==> src/rtl/fifo_push_arbiter.sv <==
// Round-robin push arbiter in front of the parity-protected FIFO.
// Grants one valid producer per cycle, drops bad-parity words and counts them.
module fifo_push_arbiter #(
   parameter int         N_REQ      = 4,
   parameter int         DATA_WIDTH = 17,
   parameter logic       PARITY     = 1'b1,
   parameter int         CNT_WIDTH  = 16,
   localparam int        IDW        = $clog2(N_REQ)
) (
   input  logic                        clk,
   input  logic                        rst_n,
   input  logic [N_REQ-1:0]            req_valid,
   input  logic [N_REQ*DATA_WIDTH-1:0] req_data,
   output logic [N_REQ-1:0]            req_grant,
   output logic                        valid_out,
   output logic [DATA_WIDTH-1:0]       data_out,
   output logic [IDW-1:0]              src_id,
   input  logic                        grant_in,
   output logic [CNT_WIDTH-1:0]        drop_cnt
);

   logic                  out_full_q, out_full_d;
   logic [DATA_WIDTH-1:0] data_q, data_d;
   logic [IDW-1:0]        src_q, src_d;
   logic [IDW-1:0]        rr_ptr_q, rr_ptr_d;
   logic [CNT_WIDTH-1:0]  drop_q, drop_d;

   logic                  can_acc;
   logic                  found;
   logic [IDW-1:0]        sel;
   logic [IDW-1:0]        idx;
   logic                  xfer;
   logic [DATA_WIDTH-1:0] word;
   logic                  parity_ok;

   // rst_n gates the grant so nothing is offered to producers while in reset
   assign can_acc = !out_full_q || grant_in;
   assign xfer    = found && can_acc && rst_n;

   always_comb begin
      found = 1'b0;
      sel   = '0;
      idx   = '0;
      for (int k = 1; k <= N_REQ; k++) begin
         idx = IDW'((int'(rr_ptr_q) + k) % N_REQ);
         if (!found && req_valid[idx]) begin
            found = 1'b1;
            sel   = idx;
         end
      end
   end

   always_comb begin
      req_grant = '0;
      if (xfer) req_grant[sel] = 1'b1;
   end

   assign word      = req_data[int'(sel)*DATA_WIDTH +: DATA_WIDTH];
   assign parity_ok = ((^word) == ~PARITY);

   always_comb begin
      out_full_d = out_full_q;
      data_d     = data_q;
      src_d      = src_q;
      rr_ptr_d   = rr_ptr_q;
      drop_d     = drop_q;
      if (out_full_q && grant_in) out_full_d = 1'b0;
      if (xfer) begin
         rr_ptr_d = sel;
         if (parity_ok) begin
            out_full_d = 1'b1;
            data_d     = word;
            src_d      = sel;
         end else if (drop_q != '1) begin
            drop_d = drop_q + CNT_WIDTH'(1);
         end
      end
   end

   always_ff @(posedge clk or negedge rst_n) begin
      if (!rst_n) begin
         out_full_q <= 1'b0;
         data_q     <= '0;
         src_q      <= '0;
         rr_ptr_q   <= IDW'(N_REQ - 1);
         drop_q     <= '0;
      end else begin
         out_full_q <= out_full_d;
         data_q     <= data_d;
         src_q      <= src_d;
         rr_ptr_q   <= rr_ptr_d;
         drop_q     <= drop_d;
      end
   end

   assign valid_out = out_full_q;
   assign data_out  = data_q;
   assign src_id    = src_q;
   assign drop_cnt  = drop_q;

endmodule

==> config.mk <==
export PLATFORM = sky130hd
export DESIGN_NAME = fifo_push_arbiter
export DESIGN_NICKNAME = d
export VERILOG_FILES = /design/src/rtl/fifo_push_arbiter.sv
export SDC_FILE = /design/constraint.sdc
export NUM_CORES = 1
export LEC_CHECK = 0
export ABC_AREA = 1
export CAP_MARGIN = 25
export CORE_UTILIZATION = 49
export CTS_CLUSTER_SIZE = 30
export DETAILED_ROUTE_END_ITERATION = 12
export GPL_TIMING_DRIVEN = 0
export PLACE_DENSITY = 0.87
export SYNTH_ARGS = -nofsm -noshare
export SYNTH_HDL_FRONTEND = slang
export SYNTH_SLANG_ARGS = --single-unit
==> constraint.sdc <==
create_clock -name clk -period 6.4 [get_ports clk]
set_clock_uncertainty 0.05 [all_clocks]
set_input_delay 0.64 -clock clk [delete_from_list [all_inputs] [get_ports clk]]
set_output_delay 0.64 -clock clk [all_outputs]
set_load 0.03 [all_outputs]
After elaboration in Yosys (flattened, before gate mapping)
Index checks and enable logic that the tools add are counted.
{"block": "op_classes", "div": 0, "mul": 1, "n_reduce_logical": 15, "n_eq_ne": 1, "n_lt_le_gt_ge": 6, "n_mux": 22, "shift": 1, "add_sub_neg": 5, "bitwise": 1}
{"op": "68-bit by 8-bit indexed part select with 17-bit output", "n": 1}
{"op": "17-bit parity", "n": 1}
{"op": "16-bit by 1-bit adder with 16-bit output (second input constant)", "n": 1}
{"op": "16-bit inequality test (second input constant)", "n": 1}
{"op": "2-bit by 3-bit < comparator with 1-bit output (second input constant)", "n": 5}
{"op": "1-bit two-way mux", "n": 12}
{"op": "1-bit binary-select mux with 2-bit select", "n": 4}
{"op": "2-bit two-way mux", "n": 4}
{"op": "1-bit logical AND", "n": 7}
{"op": "2-bit by 5-bit multiplier with 7-bit output (second input constant)", "n": 1}
{"op": "2-bit by 1-bit adder with 2-bit output (second input constant)", "n": 2}
{"op": "2-bit adder (second input constant)", "n": 2}
{"op": "1-bit logical NOT", "n": 4}
{"op": "4-bit two-way mux", "n": 1}
{"op": "3-bit AND reduction", "n": 1}
{"op": "1-bit demux with 2-bit select", "n": 1}
{"op": "2-bit by 1-bit >= comparator with 1-bit output (second input constant)", "n": 1}
{"op": "2-bit AND reduction", "n": 1}
{"op": "1-bit logical OR", "n": 1}
{"op": "1-bit inverter", "n": 1}
{"block": "totals", "elab_cells": 57, "memories": 0, "inputBits": 75, "mem_bits_ro": 0, "reg_bits": 38, "out_inout_bits": 40, "latch_bits": 0, "ramBits": 0}

Longest topological paths before layout
{"block": "logic_depth", "ltp_word": 18, "depth_mapped": 30, "depth_no_buf": 28}

Worst setup path after synthesis
OpenSTA, ideal clock, no wires.
{"block": "synth_timing", "path_kind": "flip-flop to flip-flop", "from": "reg rr_ptr_q[1]", "to": "reg drop_q[6], in the netlist drop_cnt[6]", "stages_incl_launch_ff": 28, "arrival_ps": 2818, "required_ps": 6231, "n_path_buf": 4, "synth_period_minus_slack_ps": 2986, "setup_ps": 119, "setup_slack_ps": 3414, "cell_sequence": "dfstp_2 -> buf_2 -> inv_2 -> nand2_1 -> nand2_1 -> nand2_1 -> nand2_2 -> nor2_4 -> nand3_2 -> nand2_2 -> nand2_2 -> buf_6 -> buf_6 -> o21ai_1 -> nand2_1 -> nand2_1 -> nand2_1 -> nand2_1 -> nand3_1 -> nand2_1 -> inv_2 -> nand2_2 -> nand2_2 -> nand2_4 -> nand3_2 -> buf_2 -> nand2_1 -> nand2_1"}
{"block": "synth_via", "elab_chain_cells": 17, "elab_cells_between_ends": 32, "classes_between": "add/sub: 4; mul: 1; shift: 1; mux: 16; reduce/logical: 10"}
{"element": "start, declared", "line_no": "25", "rtl": "logic [IDW-1:0] rr_ptr_q, rr_ptr_d;"}
{"element": "start signal, assigned", "line_no": "85", "rtl": "rr_ptr_q <= IDW'(N_REQ - 1);"}
{"element": "start signal, assigned", "line_no": "91", "rtl": "rr_ptr_q <= rr_ptr_d;"}
{"element": "2-bit by 1-bit adder with 2-bit output", "line_no": "45", "rtl": "idx = IDW'((int'(rr_ptr_q) + k) % N_REQ);"}
{"element": "1-bit binary-select mux with 2-bit select", "line_no": "46", "rtl": "if (!found && req_valid[idx]) begin"}
{"element": "1-bit two-way mux (not written as such)", "line_no": "46"}
{"element": "1-bit two-way mux", "line_no": "46"}
{"element": "1-bit logical NOT", "line_no": "46"}
{"element": "1-bit logical AND", "line_no": "46"}
{"element": "1-bit two-way mux", "line_no": "46"}
{"element": "1-bit logical NOT", "line_no": "46"}
{"element": "1-bit logical AND", "line_no": "46"}
{"element": "1-bit two-way mux", "line_no": "46"}
{"element": "1-bit logical NOT", "line_no": "46"}
{"element": "1-bit logical AND", "line_no": "46"}
{"element": "2-bit two-way mux", "line_no": "46"}
{"element": "2-bit by 5-bit multiplier with 7-bit output", "line_no": "58", "rtl": "assign word = req_data[int'(sel)*DATA_WIDTH +: DATA_WIDTH];"}
{"element": "68-bit by 8-bit indexed part select with 17-bit output", "line_no": "58"}
{"element": "17-bit parity", "line_no": "59", "rtl": "assign parity_ok = ((^word) == ~PARITY);"}
{"element": "3-bit AND reduction (no source line) *"}
{"element": "end signal, assigned", "line_no": "92", "rtl": "drop_q <= drop_d;"}
{"element": "end, declared", "line_no": "26", "rtl": "logic [CNT_WIDTH-1:0] drop_q, drop_d;"}
Every way passes the cells marked *; elsewhere a longest branch is shown, timed or not. The select of a mux whose other input is x is not followed.
A chain may end at the register's enable or synchronous reset.

Worst setup path after layout
{"block": "layout_timing", "from": "in req_valid[3]", "to": "out req_grant[3]"}
{"block": "layout_via", "elab_chain_cells": 17, "elab_cells_between_ends": 30, "classes_between": "order compare: 2; mux: 19; reduce/logical: 9"}
{"element": "start, declared", "line_no": "12", "rtl": "input logic [N_REQ-1:0] req_valid,"}
{"element": "1-bit binary-select mux with 2-bit select", "line_no": "46"}
{"element": "1-bit two-way mux (not written as such)", "line_no": "46"}
{"element": "1-bit two-way mux", "line_no": "46"}
{"element": "1-bit logical NOT", "line_no": "46"}
{"element": "1-bit logical AND", "line_no": "46"}
{"element": "1-bit two-way mux", "line_no": "46"}
{"element": "1-bit logical NOT", "line_no": "46"}
{"element": "1-bit logical AND", "line_no": "46"}
{"element": "1-bit two-way mux", "line_no": "46"}
{"element": "1-bit logical NOT", "line_no": "46"}
{"element": "1-bit logical AND", "line_no": "46"}
{"element": "2-bit two-way mux", "line_no": "46"}
{"element": "2-bit by 3-bit < comparator with 1-bit output (not written as such) / 2-bit by 1-bit >= comparator with 1-bit output (equally long branches)", "line_no": "55", "rtl": "if (xfer) req_grant[sel] = 1'b1;"}
{"element": "1-bit logical AND (not written as such)", "line_no": "55"}
{"element": "1-bit two-way mux (not written as such)", "line_no": "55"}
{"element": "1-bit demux with 2-bit select", "line_no": "55"}
{"element": "4-bit two-way mux *", "line_no": "55"}
{"element": "end, declared", "line_no": "14", "rtl": "output logic [N_REQ-1:0] req_grant,"}
Marks and branches as above.

==> impl_results.md <==
- Period utilization: 0.5940
- Htree depth: 2
- Initial core utilization: 0.5150
- I/O pin count: about 120
- CP arrival: around 3.1 ns
- Worst-path fanout max: 10
- Worst-Skew Late Latency: 0.29 ns
- Die height: 81.35 um
- Register area share after synthesis: 0.3090
- Unrepaired setup endpoints after global routing: no
- Share of layout cells above drive strength 1: 0.09033
- Minimum clock period: 3.802 ns
- Status: finished, final reports clean
- First-pass iteration count of the detailed router: 6
- Critical Path Most Common Cell: nand2_1
- Hpwl dp: 7054 um
- Synth area leader: nand2_1
- # rows: 28
- First DRT Iteration DRCs: 187
- Cell chain of the critical path: clkdlybuf4s50_1 -> nand2_1 -> nand2_1 -> nand2_1 -> nand2_2 -> inv_2 -> nand2_1 -> nand2_1 -> nand2_2 -> buf_6 -> buf_6 -> nand2_1 -> nor2_1 -> clkdlybuf4s50_1
- Post-Syn Area: 3085 sq um
- First-pass GRT wire length: between 10000 and 15000 um
- Post-CTS Setup Inserts: 0
- Ant. Diodes: 0
- Rel. slew slack: 0.4557
- Setup crit end kind: output pin
- Root Buffer: clkbuf_8
- Area growth syn-to-layout: 42.94%
- Startpoint types: input pin
- Post-Synthesis Cells: 509
- RePlAce Congestion: about 0.90
- # hold bufs at CTS: 0
- Final Setup Violations: 0
- PostCTS Resize Cnt: 0
- Via density: 5.242
- Post-synth cell types: 28
- #FFs+latches synth: 38
- Setup TNS Final: 0 ns
- Placed Area: 4315 sq um
- Grt total ovfl: 0
- Reg-to-reg slack, setup: 2.85 ns
- Max Freq: 263.0 MHz
- Total of max-cap violations: 0
- Slowest CP cell: clkdlybuf4s50_1
- CTS tree: done
- Sink Count: 38
- Dpl cells: approximately 700
- DRC Markers: 0
- Detailed Route WL: 8875 um
- Vias in the first global route: 3279
- Nets: 706
- Full die area: 6618 sq um
- Hold_ws: 0.3772 ns
- Total GRT Usage: 0.2781
- Clk slew on worst S/H paths: around 0.07 ns
- Routed wire per std cell: 12.57 um
- Top cells by area, synth: nand2_1 (32%), dfrtp_1 (29%), nand3_1 (13%)
- Worst Max-Slew Pin Slew: 0.8164 ns
- Port Buf Inserts: about 110
- CP Class: input pin to output pin
- Yosys warns: 0
- CTS Buffer Depth: 2
- CTS Buf Count: 5
- Hold Crit Class: input pin to async pin
- Finished Layout Cells: approximately 710
- Synth top area share: 0.3187
- Hold Violations, Final: 0
- Critical Path RT: 5.71 ns
- Core area: 5991 sq um
- DR vias: 3701
- Routed Antenna Nets: 0
- Design Area, Final: 4410 sq um
- Final Slew Violations: 0
- Die width: 81.35 um
- Maximum number of pins on one net before global-route repair: 40
- CP peak stage delay: approximately 0.69 ns
- Initial antenna violation count: 0
- Synth Net Count: 585
- Synth Area per Inst: 6.062 sq um
[state kept, by name, indices dropped and copies added, names as in the netlist]
register and flops:
data_out 17, drop_cnt 16, src_id 2, rr_ptr_q 2, valid_out 1
[synthesized netlist by cell type]
master      n
nand2_4     1
nor2_1     16
a41oi_1     1
nand3_1    78
buf_6       5
dfrtp_1    36
xor2_1      6
xnor2_1     8
nor4_1      2
clkbuf_1    3
buf_4       1
nand3_2     3
nor3_1      1
nand3_4     1
nor2_4      1
ha_1        1
o21ai_0     2
clkinv_1    2
nand4_1    16
o211ai_1    1
inv_1      21
o21ai_1     2
a21oi_1     3
nand2_2     7
nand2_1   262
inv_2      13
dfstp_2     2
buf_2      14
[cells in the final DEF (no fill, tap or decap), types with 2 or more instances in the layout]
cell type | Yosys | layout
clkinv_1 | 2 | 2
nand3_2 | 3 | 3
clkdlybuf4s50_1 | 0 | 113
buf_2 | 14 | 15
nand4_1 | 16 | 16
xnor2_1 | 8 | 8
dfstp_2 | 2 | 2
nor2_1 | 16 | 16
inv_1 | 21 | 21
xor2_1 | 6 | 6
clkbuf_8 | 0 | 6
inv_2 | 13 | 13
o21ai_1 | 2 | 2
a21oi_1 | 3 | 3
nand2_2 | 7 | 7
clkbuf_1 | 3 | 3
nand3_1 | 78 | 78
nand2_1 | 262 | 262
o21ai_0 | 2 | 2
nor4_1 | 2 | 2
buf_6 | 5 | 5
dfrtp_1 | 36 | 36
[final timing paths]
| kind | from | endpoint | depth (start not counted) |
|---|---|---|---|
| hold / removal | rst_n | drop_cnt[7]$_DFFE_PN0P_ | 1 |
| max in group asynchronous | rst_n | drop_cnt[10]$_DFFE_PN0P_ | 1 |
| setup reg to reg | rr_ptr_q[1]$_DFFE_PN1P_ | drop_cnt[6]$_DFFE_PN0P_ | 26 |
| min in group clk | src_id[0]$_DFFE_PN0P_ | src_id[0]$_DFFE_PN0P_ | 2 |
| hold reg to reg | src_id[0]$_DFFE_PN0P_ | src_id[0]$_DFFE_PN0P_ | 2 |
| setup / recovery | req_valid[3] | req_grant[3] | 14 |
[routing by layer]
metal	global-route usage	routed length, um
met1	0.3343	3678
met4	0.08929	135
met3	0.03933	602
met2	0.5033	4458
met5	0	0
[final cells by class]
type	count	area (sq um)
fillers	476	1580
inverters	36	135.1
flip-flops and latches	38	953.4
clock inverters	2	12.51
repair buffers	114	1136
plain buffers	23	145.1
well taps	75	93.84
clock buffers	6	82.58
multi-input cells	412	1852
[stage by stage]
stage / utilization / setup WS (ns)
final: 0.7362 / 2.598
after floorplan: - / 3.414
after global routing: 0.7362 / 2.445
after global placement: 0.7212 / 1.882
after CTS: 0.7362 / 2.632
after detailed placement: 0.7203 / 2.542
[logic make-up (layout without fill, tap and decap cells)]
kind of cell    Yosys count  in the layout  synth area share
compound gates            9              9           0.01663
buf+inv                  59            181           0.09084
simple gates            388            388            0.5397
xor+xnor                 14             14           0.03974
flops                    38             38            0.3090
fa+ha+maj                 1              1          0.004055
[worst max-delay path, delay by kind of cell]
family / cells / cell delay, ns
buffers and inverters: 5 / 1.52
and+or+nand+nor: 9 / 0.95
Power is left out: the tool's default activity adds up to more than one toggle a clock period on the data nets, which glitch-free logic cannot reach.
